--- config.mk ---
export PLATFORM = sky130hd
export DESIGN_NAME = imem_loader
export DESIGN_NICKNAME = d
export VERILOG_FILES = /design/src/rtl/imem_loader_pkg.sv /design/src/rtl/byte_packer.sv /design/src/rtl/imem_loader.sv
export SDC_FILE = /design/constraint.sdc
export NUM_CORES = 1
export LEC_CHECK = 0
export ABC_AREA = 1
export ABC_CLOCK_PERIOD_IN_PS = 5020
export CAP_MARGIN = 10
export CORE_ASPECT_RATIO = 1.5
export CORE_MARGIN = 2
export CORE_UTILIZATION = 50
export DETAILED_ROUTE_END_ITERATION = 16
export PLACE_DENSITY = 0.83
export SLEW_MARGIN = 20
export SYNTH_ARGS = -nofsm -noshare
export SYNTH_HDL_FRONTEND = slang
export SYNTH_SLANG_ARGS = --single-unit
--- constraint.sdc ---
create_clock -name clk -period 5.02 [get_ports clk]
set_clock_uncertainty 0.1 [all_clocks]
set_input_delay 0.502 -clock clk [delete_from_list [all_inputs] [get_ports clk]]
set_output_delay 0.502 -clock clk [all_outputs]
set_load 0.01 [all_outputs]
--- src/rtl/imem_loader_pkg.sv ---
// Shared types and constants for the instruction-memory loader.
// Optional checksum stage is selected with IMEM_LOADER_CHECKSUM_EN.
package imem_loader_pkg;

  localparam int unsigned DEPTH_DEFAULT  = 32;
  localparam int unsigned BYTES_PER_WORD = 4;
  localparam int unsigned BYTE_W         = 8;
  localparam int unsigned WORD_W         = BYTES_PER_WORD * BYTE_W;
  localparam int unsigned BYTE_IDX_W     = $clog2(BYTES_PER_WORD);

  typedef enum logic [2:0] {
    ST_IDLE  = 3'd0,
    ST_LEN   = 3'd1,
    ST_DATA  = 3'd2,
    ST_WRITE = 3'd3,
`ifdef IMEM_LOADER_CHECKSUM_EN
    ST_CHK   = 3'd4,
`endif
    ST_FIN   = 3'd5
  } state_t;

endpackage

--- src/rtl/byte_packer.sv ---
// Collects little-endian bytes into a 32-bit word; last_c marks that the
// next accepted byte completes the word (word_c then holds the full word).
module byte_packer
  import imem_loader_pkg::*;
(
  input  logic              clk,
  input  logic              reset,
  input  logic              clear,
  input  logic              accept,
  input  logic [BYTE_W-1:0] data,
  output logic [WORD_W-1:0] word_c,
  output logic              last_c
);

  logic [BYTE_IDX_W-1:0]    cnt;
  logic [WORD_W-BYTE_W-1:0] low;

  always_ff @(posedge clk or negedge reset) begin
    if (!reset) begin
      cnt <= '0;
      low <= '0;
    end else if (clear) begin
      cnt <= '0;
    end else if (accept) begin
      for (int i = 0; i < int'(BYTES_PER_WORD) - 1; i++) begin
        if (cnt == BYTE_IDX_W'(i)) low[i*BYTE_W +: BYTE_W] <= data;
      end
      cnt <= cnt + BYTE_IDX_W'(1);
    end
  end

  // The top byte is never stored: the word is written the cycle it arrives.
  assign word_c = {data, low};
  assign last_c = (cnt == BYTE_IDX_W'(BYTES_PER_WORD - 1));

endmodule

--- src/rtl/imem_loader.sv ---
// Loads a length-prefixed byte stream into instruction memory while holding the CPU.
// Define IMEM_LOADER_CHECKSUM_EN to append and verify an XOR checksum byte.
module imem_loader
  import imem_loader_pkg::*;
#(
  parameter int unsigned DEPTH = DEPTH_DEFAULT
) (
  input  logic        clk,
  input  logic        reset,
  input  logic        start,
  input  logic        byte_valid,
  input  logic [7:0]  byte_data,
  output logic        byte_ready,
  output logic        wr_en,
  output logic [31:0] wr_addr,
  output logic [31:0] wr_data,
  output logic        cpu_hold,
  output logic        done,
  output logic        err
);

  localparam int unsigned CNT_W = $clog2(DEPTH + 1);

  state_t            state, state_nxt;
  logic [CNT_W-1:0]  len, len_nxt;
  logic [CNT_W-1:0]  idx, idx_nxt, idx_inc;
  logic [WORD_W-1:0] addr_nxt, data_nxt, pk_word_c;
  logic              done_nxt, err_nxt, ready_nxt, hold_nxt, wr_en_nxt;
  logic              pk_clear, pk_accept, pk_last_c;
  logic              xfer, len_bad;
`ifdef IMEM_LOADER_CHECKSUM_EN
  logic [BYTE_W-1:0] csum, csum_nxt;
`endif

  assign xfer    = byte_valid & byte_ready;
  assign idx_inc = idx + CNT_W'(1);
  assign len_bad = (byte_data == 8'd0) || (32'(byte_data) > DEPTH);

  byte_packer u_packer (
    .clk    (clk),
    .reset  (reset),
    .clear  (pk_clear),
    .accept (pk_accept),
    .data   (byte_data),
    .word_c (pk_word_c),
    .last_c (pk_last_c)
  );

  // State and registered outputs
  always_ff @(posedge clk or negedge reset) begin
    if (!reset) begin
      state      <= ST_IDLE;
      len        <= '0;
      idx        <= '0;
      byte_ready <= 1'b0;
      wr_en      <= 1'b0;
      wr_addr    <= '0;
      wr_data    <= '0;
      cpu_hold   <= 1'b0;
      done       <= 1'b0;
      err        <= 1'b0;
`ifdef IMEM_LOADER_CHECKSUM_EN
      csum       <= '0;
`endif
    end else begin
      state      <= state_nxt;
      len        <= len_nxt;
      idx        <= idx_nxt;
      byte_ready <= ready_nxt;
      wr_en      <= wr_en_nxt;
      wr_addr    <= addr_nxt;
      wr_data    <= data_nxt;
      cpu_hold   <= hold_nxt;
      done       <= done_nxt;
      err        <= err_nxt;
`ifdef IMEM_LOADER_CHECKSUM_EN
      csum       <= csum_nxt;
`endif
    end
  end

  // Next-state and output decode
  always_comb begin
    state_nxt = state;
    len_nxt   = len;
    idx_nxt   = idx;
    addr_nxt  = wr_addr;
    data_nxt  = wr_data;
    done_nxt  = done;
    err_nxt   = err;
    pk_clear  = 1'b0;
    pk_accept = 1'b0;
`ifdef IMEM_LOADER_CHECKSUM_EN
    csum_nxt  = csum;
`endif

    case (state)
      ST_IDLE, ST_FIN: begin
        if (start) begin
          done_nxt  = 1'b0;
          err_nxt   = 1'b0;
          pk_clear  = 1'b1;
          state_nxt = ST_LEN;
        end
      end
      ST_LEN: begin
        if (xfer) begin
          if (len_bad) begin
            err_nxt   = 1'b1;
            state_nxt = ST_FIN;
          end else begin
            len_nxt   = CNT_W'(byte_data);
            idx_nxt   = '0;
            pk_clear  = 1'b1;
`ifdef IMEM_LOADER_CHECKSUM_EN
            csum_nxt  = '0;
`endif
            state_nxt = ST_DATA;
          end
        end
      end
      ST_DATA: begin
        if (xfer) begin
          pk_accept = 1'b1;
`ifdef IMEM_LOADER_CHECKSUM_EN
          csum_nxt  = csum ^ byte_data;
`endif
          if (pk_last_c) begin
            addr_nxt  = 32'({idx, {BYTE_IDX_W{1'b0}}});
            data_nxt  = pk_word_c;
            state_nxt = ST_WRITE;
          end
        end
      end
      ST_WRITE: begin
        idx_nxt = idx_inc;
        if (idx_inc < len) begin
          state_nxt = ST_DATA;
        end else begin
`ifdef IMEM_LOADER_CHECKSUM_EN
          state_nxt = ST_CHK;
`else
          state_nxt = ST_FIN;
`endif
        end
      end
`ifdef IMEM_LOADER_CHECKSUM_EN
      ST_CHK: begin
        if (xfer) begin
          err_nxt   = (byte_data != csum);
          state_nxt = ST_FIN;
        end
      end
`endif
      default: state_nxt = ST_IDLE;
    endcase

    // done rises on entry to FIN only, so a start in FIN can clear it
    if ((state_nxt == ST_FIN) && (state != ST_FIN)) done_nxt = 1'b1;

    wr_en_nxt = (state_nxt == ST_WRITE);
    hold_nxt  = (state_nxt != ST_IDLE) && (state_nxt != ST_FIN);
`ifdef IMEM_LOADER_CHECKSUM_EN
    ready_nxt = (state_nxt == ST_LEN) || (state_nxt == ST_DATA) || (state_nxt == ST_CHK);
`else
    ready_nxt = (state_nxt == ST_LEN) || (state_nxt == ST_DATA);
`endif
  end

endmodule

==> qor.yml, run 1 <==
clock_tree:
  ctsResizeCount: 0
  cts_buffer_depth: 2
  clk_pin_slew_worst_paths_ns: 0.08
  cts_setup_buffers: 0
  clockRootBuffer: "clkbuf_8"
  cts-buffers-inserted: 9
  htreeDepth: 3
  clk_latency_ns: 0.36
  cts_tree: "done"
  postCtsHoldBufs: 0
  clock_sinks: 84
cells_and_area:
  fillers: 597
  regArea_sq_um: 2100
  multi_input_area_sq_um: 1390
  diodes: 0
  nets: 497
  fin_util_pct: 61.7
  syn_to_final_growth_pct: 18.5
  drive_gt1_share_pct: 9.19
grt:
  grt_usage_pct: 19.8
  antenna_found_initial: 0
  grt_max_degree: 85
  globalRoute.totalOverflow: 0
  grt_pass1_wl_um: 12400
  grt_pass1_vias: 2798
sta:
  hold_violations: 0
  finalCriticalPeriod_ns: 2.44
  maxSlewHeadroom_pct: 37.0
  rsz0062_at_grt: "false"
  drv_slew: 0
  setup-violations-final: 0
  setup_tns_ns: 0
  finalCritPeriodShare_pct: 48.5
  fmax_mhz: 411
  worst_slew_pin_slew_ns: 0.942
worst_setup_path:
  endpoint_kind: "flip-flop"
  cp.required_ns: 5.21
  crit_arrival_ns: 2.63
  crit_buf_inv: 2
  crit_path_start_kind: "primary input"
  cp.depth: 7
  crit_chain: "clkdlybuf4s50_1, nand2_1, nor2_1, nand2_2, inv_2, nand2_1, nand2_1"
  r2r_cells: 14
  cp_slowest_cell: "inv_2"
  worst-path-max-fanout: 55
  cp_top_family: "simple AND/OR/NAND/NOR gates"
  crit_end: "wr_data[1]"
  setup.worst_path.class: "primary input to flip-flop"
  slowest_delay_ns: 0.56
  cp_common_cell: "nand2_1"
  r2r_start: "idx[0]"
  rrSetupSlack_ns: 2.70
  crit_start: "byte_valid"
  reg2reg_to: "byte_ready"
detailed_routing:
  wl_per_cell_um: 12.6
  firstDrtPassIters: 4
  antenna_left: 0
  drtIter0Drc: 264
  drcViolationCount: 0
  vias_per_cell: 4.81
  wl_met2_um: 3730
  wl_met3_um: 310
  vias: 2785
  m1WireLength_um: 2880
  routed.top_layer: "met4"
  routed_wl_um: 7290
synth:
  yosysMostFrequentCell: "nand2_1"
  synth-compound-area-share_pct: 7.93
  synth_flop_cell: "dfrtp_1"
  synth_xor_area_share_pct: 0.925
  post_synth.cell_area_avg_sq_um: 8.97
  async_reset_ff_share_pct: 100
  ys_ff_latch: 84
  yosys.cell_types.count: 26
  synth-edff-count: 0
  synthTopCellsByArea: "dfrtp_1 (56%), nand2_1 (16%), buf_4 (5.4%), o21ai_1 (5.2%), ha_1 (3.3%)"
  synthesis.area_sq_um: 3790
  synth.top_cells.by_count: "nand2_1 (158), dfrtp_1 (84), o21ai_1 (39)"
  synthSimpleGateAreaFrac_pct: 21.9
  yosys_warnings: 0
  yosysSeqAreaShare_pct: 55.5
  yosysTopAreaCell: "dfrtp_1"
  synth_fa_ha_area_share_pct: 3.30
  synth_top_family_by_area: "simple AND/OR/NAND/NOR gates"
  muxShareOfSynthArea_pct: 0
  synth_top_area_share_pct: 55.5
  synth_cells: 422
floorplan:
  fp.dieH_um: 111
  start_util_pct: 52.1
  row_count: 38
  die_area_sq_um: 8300
  core_sq_um: 7270
  die_x_um: 75.1
  io_pins: 81
placed_design:
  io_buffers: 54
  place_congestion: 0.877
  hpwl_um: 5260
power_and_ir_drop:
  vdd_drop_max_mv: 0.269
  p_leak_nw: 2.32
  powerDensity_nw_per_um2: 406
status:
  status: "complete, no violations"
run:
  maxCapViolations: 0
worst_hold_path:
  hold_class: "primary input to asynchronous set/reset pin"
-- placed cells by master, fill, tap and decap left out --
| cell type | n |
|---|---|
| a21boi_1 | 1 |
| a21oi_1 | 2 |
| buf_6 | 1 |
| bufinv_16 | 1 |
| clkbuf_1 | 1 |
| clkbuf_8 | 11 |
| clkdlybuf4s50_1 | 53 |
| clkinv_4 | 1 |
| clkinvlp_4 | 1 |
| conb_1 | 26 |
| dfrtp_1 | 84 |
| ha_1 | 10 |
| inv_1 | 23 |
| inv_2 | 12 |
| nand2_1 | 158 |
| nand2_2 | 1 |
| nand2_4 | 3 |
| nand3_1 | 11 |
| nand3_2 | 1 |
| nand3b_1 | 1 |
| nand4_1 | 1 |
| nor2_1 | 18 |
| nor2_8 | 1 |
| nor3_2 | 3 |
| o21ai_0 | 1 |
| o21ai_1 | 39 |
| o21ai_2 | 8 |
| o22ai_1 | 2 |
| xor2_1 | 4 |
-- power by group --
part	switching, mW	internal, mW
sequential	0.0775	0.783
combinational	0.292	0.191
clock	0.225	0.255
total	0.594	1.23
-- state kept, by name (all words and copies together), names as in the netlist --
register / flops
idx: 6
wr_data: 32
state: 3
u_packer.low: 24
wr_addr: 6
err: 1
u_packer.cnt: 2
byte_ready: 1
len: 6
cpu_hold: 1
done: 1
wr_en: 1
-- cells by family after synthesis --
group | after synthesis
flip-flops | 84
XOR/XNOR | 4
AO/OA/AOI/OAI | 53
buffers and inverters | 72
adder cells (fa/ha/maj) | 10
AND/OR/NAND/NOR | 198
other | 1
-- routing by layer --
layer	GRT usage, %	up-vias
met3	5.11	27
met1	22.5	1301
li1	-	1384
met5	0	-
met2	31.9	73
met4	12.6	0
-- final cells by class --
class	count	share of cell area, %
Clock buffer	12	3.46
Clock inverter	3	1.03
Inverter	35	2.93
Multi-Input combinational cell	291	30.9
Sequential cell	84	46.8
Tap cell	100	2.79
Timing Repair Buffer	54	12.1
-- worst reg2reg max path, cell delays in order, from the launching register on --
cell	delay, ns
dfrtp_1	0.41
nand3_1	0.13
nor2_1	0.10
nand2_1	0.07
xor2_1	0.19
inv_1	0.07
ha_1	0.29
nand2_1	0.10
inv_1	0.04
a21oi_1	0.18
nand2_1	0.08
nand2_1	0.15
nand3_2	0.10
nor2_1	0.15
nor2_1	0.06
-- worst min path at each step --
stage,start,endpoint,slack (ns)
2_1_floorplan,reset,byte_ready,0.11
3_3_place_gp,u_packer.low[4],wr_data[4],0.35
3_5_place_dp,u_packer.low[12],wr_data[12],0.36
4_1_cts,reset,wr_addr[7],0.24
5_1_grt,reset,wr_data[0],0.12
6_report,reset,wr_addr[7],0.07
-- metrics by stage --
| step | std cells | cell area [sq um] | power [mW] | setup WS [ns] | hold slack [ns] |
|---|---|---|---|---|---|
| 2_1_floorplan | 447 | 3880 | 1.22 | 2.98 | 0.106 |
| 3_5_place_dp | 564 | 4280 | 1.35 | 2.22 | 0.359 |
| 6_report | 579 | 4490 | 1.82 | 2.58 | 0.0731 |
| 5_1_grt | 579 | 4490 | 1.96 | 2.37 | 0.124 |
| 4_1_cts | 579 | 4490 | 1.84 | 2.60 | 0.237 |
| 3_3_place_gp | 564 | 4280 | 1.32 | 2.29 | 0.352 |
No activity file was read; power rests on OpenSTA's default activity.
==> run 2, diff against run 1 <==
--- a/config.mk
+++ b/config.mk
@@ -6,13 +6,13 @@
 export NUM_CORES = 1
 export LEC_CHECK = 0
 export ABC_AREA = 1
-export ABC_CLOCK_PERIOD_IN_PS = 5020
+export ABC_CLOCK_PERIOD_IN_PS = 2000
 export CAP_MARGIN = 10
 export CORE_ASPECT_RATIO = 1.5
 export CORE_MARGIN = 2
-export CORE_UTILIZATION = 50
+export CORE_UTILIZATION = 46
 export DETAILED_ROUTE_END_ITERATION = 16
-export PLACE_DENSITY = 0.83
+export PLACE_DENSITY = 0.8
 export SLEW_MARGIN = 20
 export SYNTH_ARGS = -nofsm -noshare
 export SYNTH_HDL_FRONTEND = slang
==> constraint.sdc (replaced) <==
create_clock -name clk -period 2 [get_ports clk]
set_clock_uncertainty 0.1 [all_clocks]
set_input_delay 0.2 -clock clk [delete_from_list [all_inputs] [get_ports clk]]
set_output_delay 0.2 -clock clk [all_outputs]
set_load 0.01 [all_outputs]
==> run 2 against run 1 <==
  * Wire length grew 23%
  * The flow now finishes with violations (setup timing)
  * Sequential share of layout area shrank 4.8 points
  * Count of clock-buffer cells in the layout is the same
  * Critical path depth grew 5
  * Power grew to 3.2 times the previous value
  * Design area grew 11%
  * Largest power group unchanged
==> qor.yml, run 2 (same netlist as run 1, synthesis figures left out) <==
worst_setup_path:
  crit_path_start_kind: "flip-flop"
  crit_buf_inv: 1
  r2r_cells: 12
  slowest_delay_ns: 0.41
  cp_common_cell: "nand2_2"
  crit_start: "idx[0]"
  crit_arrival_ns: 2.27
  cp_slowest_cell: "dfrtp_1"
  cp_top_family: "simple AND/OR/NAND/NOR gates"
  worst-path-max-fanout: 4
  crit_end: "byte_ready"
  r2r_start: "idx[0]"
  reg2reg_to: "byte_ready"
  setup.worst_path.class: "flip-flop to flip-flop"
  cp.required_ns: 2.12
  rrSetupSlack_ns: -0.15
  cp.depth: 12
  crit_chain: "ha_2, buf_4, xor2_4, ha_4, nand2_1, nand2_2, a21oi_4, nand2_2, nand2_4, nand3_2, nor2_2, nor2_1"
  endpoint_kind: "flip-flop"
power_and_ir_drop:
  intPower_mw: 3.92
  power_mw: 5.92
  switchingPower_mw: 1.99
  netSwitchingFraction_pct: 33.7
  p_clk_share_pct: 29.5
  p_leak_nw: 2.54
  pwr-share-comb_pct: 33.8
  powerDensity_nw_per_um2: 1180
  vdd_drop_max_mv: 0.651
  seqPwrFrac_pct: 36.8
clock_tree:
  cts-buffers-inserted: 9
  htreeDepth: 3
  clockRootBuffer: "clkbuf_16"
  cts_buffer_depth: 2
  clk_pin_slew_worst_paths_ns: 0.06
  clk_latency_ns: 0.33
  clock_sinks: 84
  cts_tree: "done"
grt:
  grt_usage_pct: 20.4
  grt_pass1_vias: 3018
  grt_max_degree: 85
  grt_use_met1_pct: 20.9
  grt_pass1_wl_um: 14000
  antenna_found_initial: 0
  met3_usage_pct: 3.22
  use_met2_pct: 37.4
  busiest_layer: "met2"
  globalRoute.totalOverflow: 0
placed_design:
  io_buffers: 54
  placed_area_sq_um: 4490
  hpwl_um: 5760
  place_congestion: 0.849
  dp_cells: 590
floorplan:
  fp.dieH_um: 115
  die_x_um: 78.1
  row_count: 40
  io_pins: 81
  die_area_sq_um: 8990
  start_util_pct: 47.3
  core_sq_um: 8010
sta:
  finalCriticalPeriod_ns: 2.15
  finalCritPeriodShare_pct: 108
  setup-violations-final: 4
  layout_setup_ws_ns: -0.153
  fmax_mhz: 464
  drv_slew: 0
  rsz0062_at_grt: "true"
  whs_ns: 0.340
  hold_violations: 0
cells_and_area:
  fin_area_sq_um: 5000
  multi_input_area_sq_um: 1540
  diodes: 0
  nets: 526
  reg_top3: "wr_data x32, u_packer.low x24"
  largest_register_ffs: 32
  regArea_sq_um: 2100
  fin_util_pct: 62.5
  layout_commonest_cell: "nand2_1"
  drive_gt1_share_pct: 18.9
  largest-register: "wr_data"
  layout_common_cells: "nand2_1 (150), dfrtp_1 (84), clkdlybuf4s50_1 (53)"
  fillers: 632
  stdcell_count: 614
  syn_to_final_growth_pct: 32.0
detailed_routing:
  vias: 3018
  firstDrtPassIters: 4
  drcViolationCount: 0
  routed_wl_um: 8940
  wl_per_cell_um: 14.6
  drtIter0Drc: 193
  antenna_left: 0
  vias_per_cell: 4.92
status:
  failed_checks: "setup timing"
  status: "finished with violations"
run:
  maxCapViolations: 0
worst_hold_path:
  hold_class: "primary input to asynchronous set/reset pin"
run 2: cell types whose count changed in the layout (fill, tap and decap cells not counted), moves of 4 or more:
cell       change
clkbuf_16      +9
ha_1           -4
nand2_1        -8
nand2_2        +6
clkbuf_8      -11
nand3_1        -4
buf_4         +27
run 2: worst min-delay path, stage by stage:
cell and delay, ns:
dlygate4sd3_1 0.52, buf_4 0.11, buf_12 0.35
run 2: per-stage QoR:
stage	TNS [ns]	setup WS (ns)
after floorplan	0	0.0107
after global placement	-0.116	-0.0587
after detailed placement	-0.439	-0.199
after CTS	-0.222	-0.0980
after global routing	-0.917	-0.248
final	-0.420	-0.153
run 2: power by group through the flow:
stage | clock, mW | sequential [mW] | combinational, mW
after floorplan | 0 | 2.17 | 0.922
after global placement | 0 | 2.17 | 1.30
after detailed placement | 0 | 2.19 | 1.39
after CTS | 1.75 | 2.16 | 1.57
after global routing | 1.84 | 2.21 | 2.18
final | 1.74 | 2.17 | 2.00
run 2: what timing repair did:
item,CTS,global route
pin swaps,9,5
endpoints found under the hold margin,84,0
gates resized for setup,6,21
hold buffers,1,0
buffers inserted,3,4
endpoints found under the setup margin,5,6
run 2: layout make-up:
| cell class | instances | share of cell area, % |
|---|---|---|
| tap | 105 | 2.63 |
| multi-input combinational | 291 | 30.8 |
| clock inverter | 4 | 1.48 |
| timing repair buffer | 83 | 15.7 |
| sequential | 84 | 42.0 |
| inverter | 35 | 2.63 |
| clock buffer | 12 | 4.73 |
run 2: how the worst min path moves through the flow:
stage	from	endpoint	slack [ns]	cells after the start
2_1_floorplan	reset	byte_ready	-0.20	0
4_1_cts	reset	wr_data[24]	0.35	3
6_report	reset	wr_addr[3]	0.34	3
3_3_place_gp	reset	wr_data[26]	0.16	2
3_5_place_dp	reset	wr_data[24]	0.16	2
5_1_grt	reset	wr_data[24]	0.39	3
run 2: layer usage:
| metal | vias to the layer above | wire length [um] | share of wire, % |
|---|---|---|---|
| li1 | 1433 | - | - |
| met1 | 1460 | 3340 | 37 |
| met2 | 99 | 4860 | 54 |
| met3 | 26 | 369 | 4.1 |
| met4 | 0 | 369 | 4.1 |
| met5 | - | 0 | 0 |
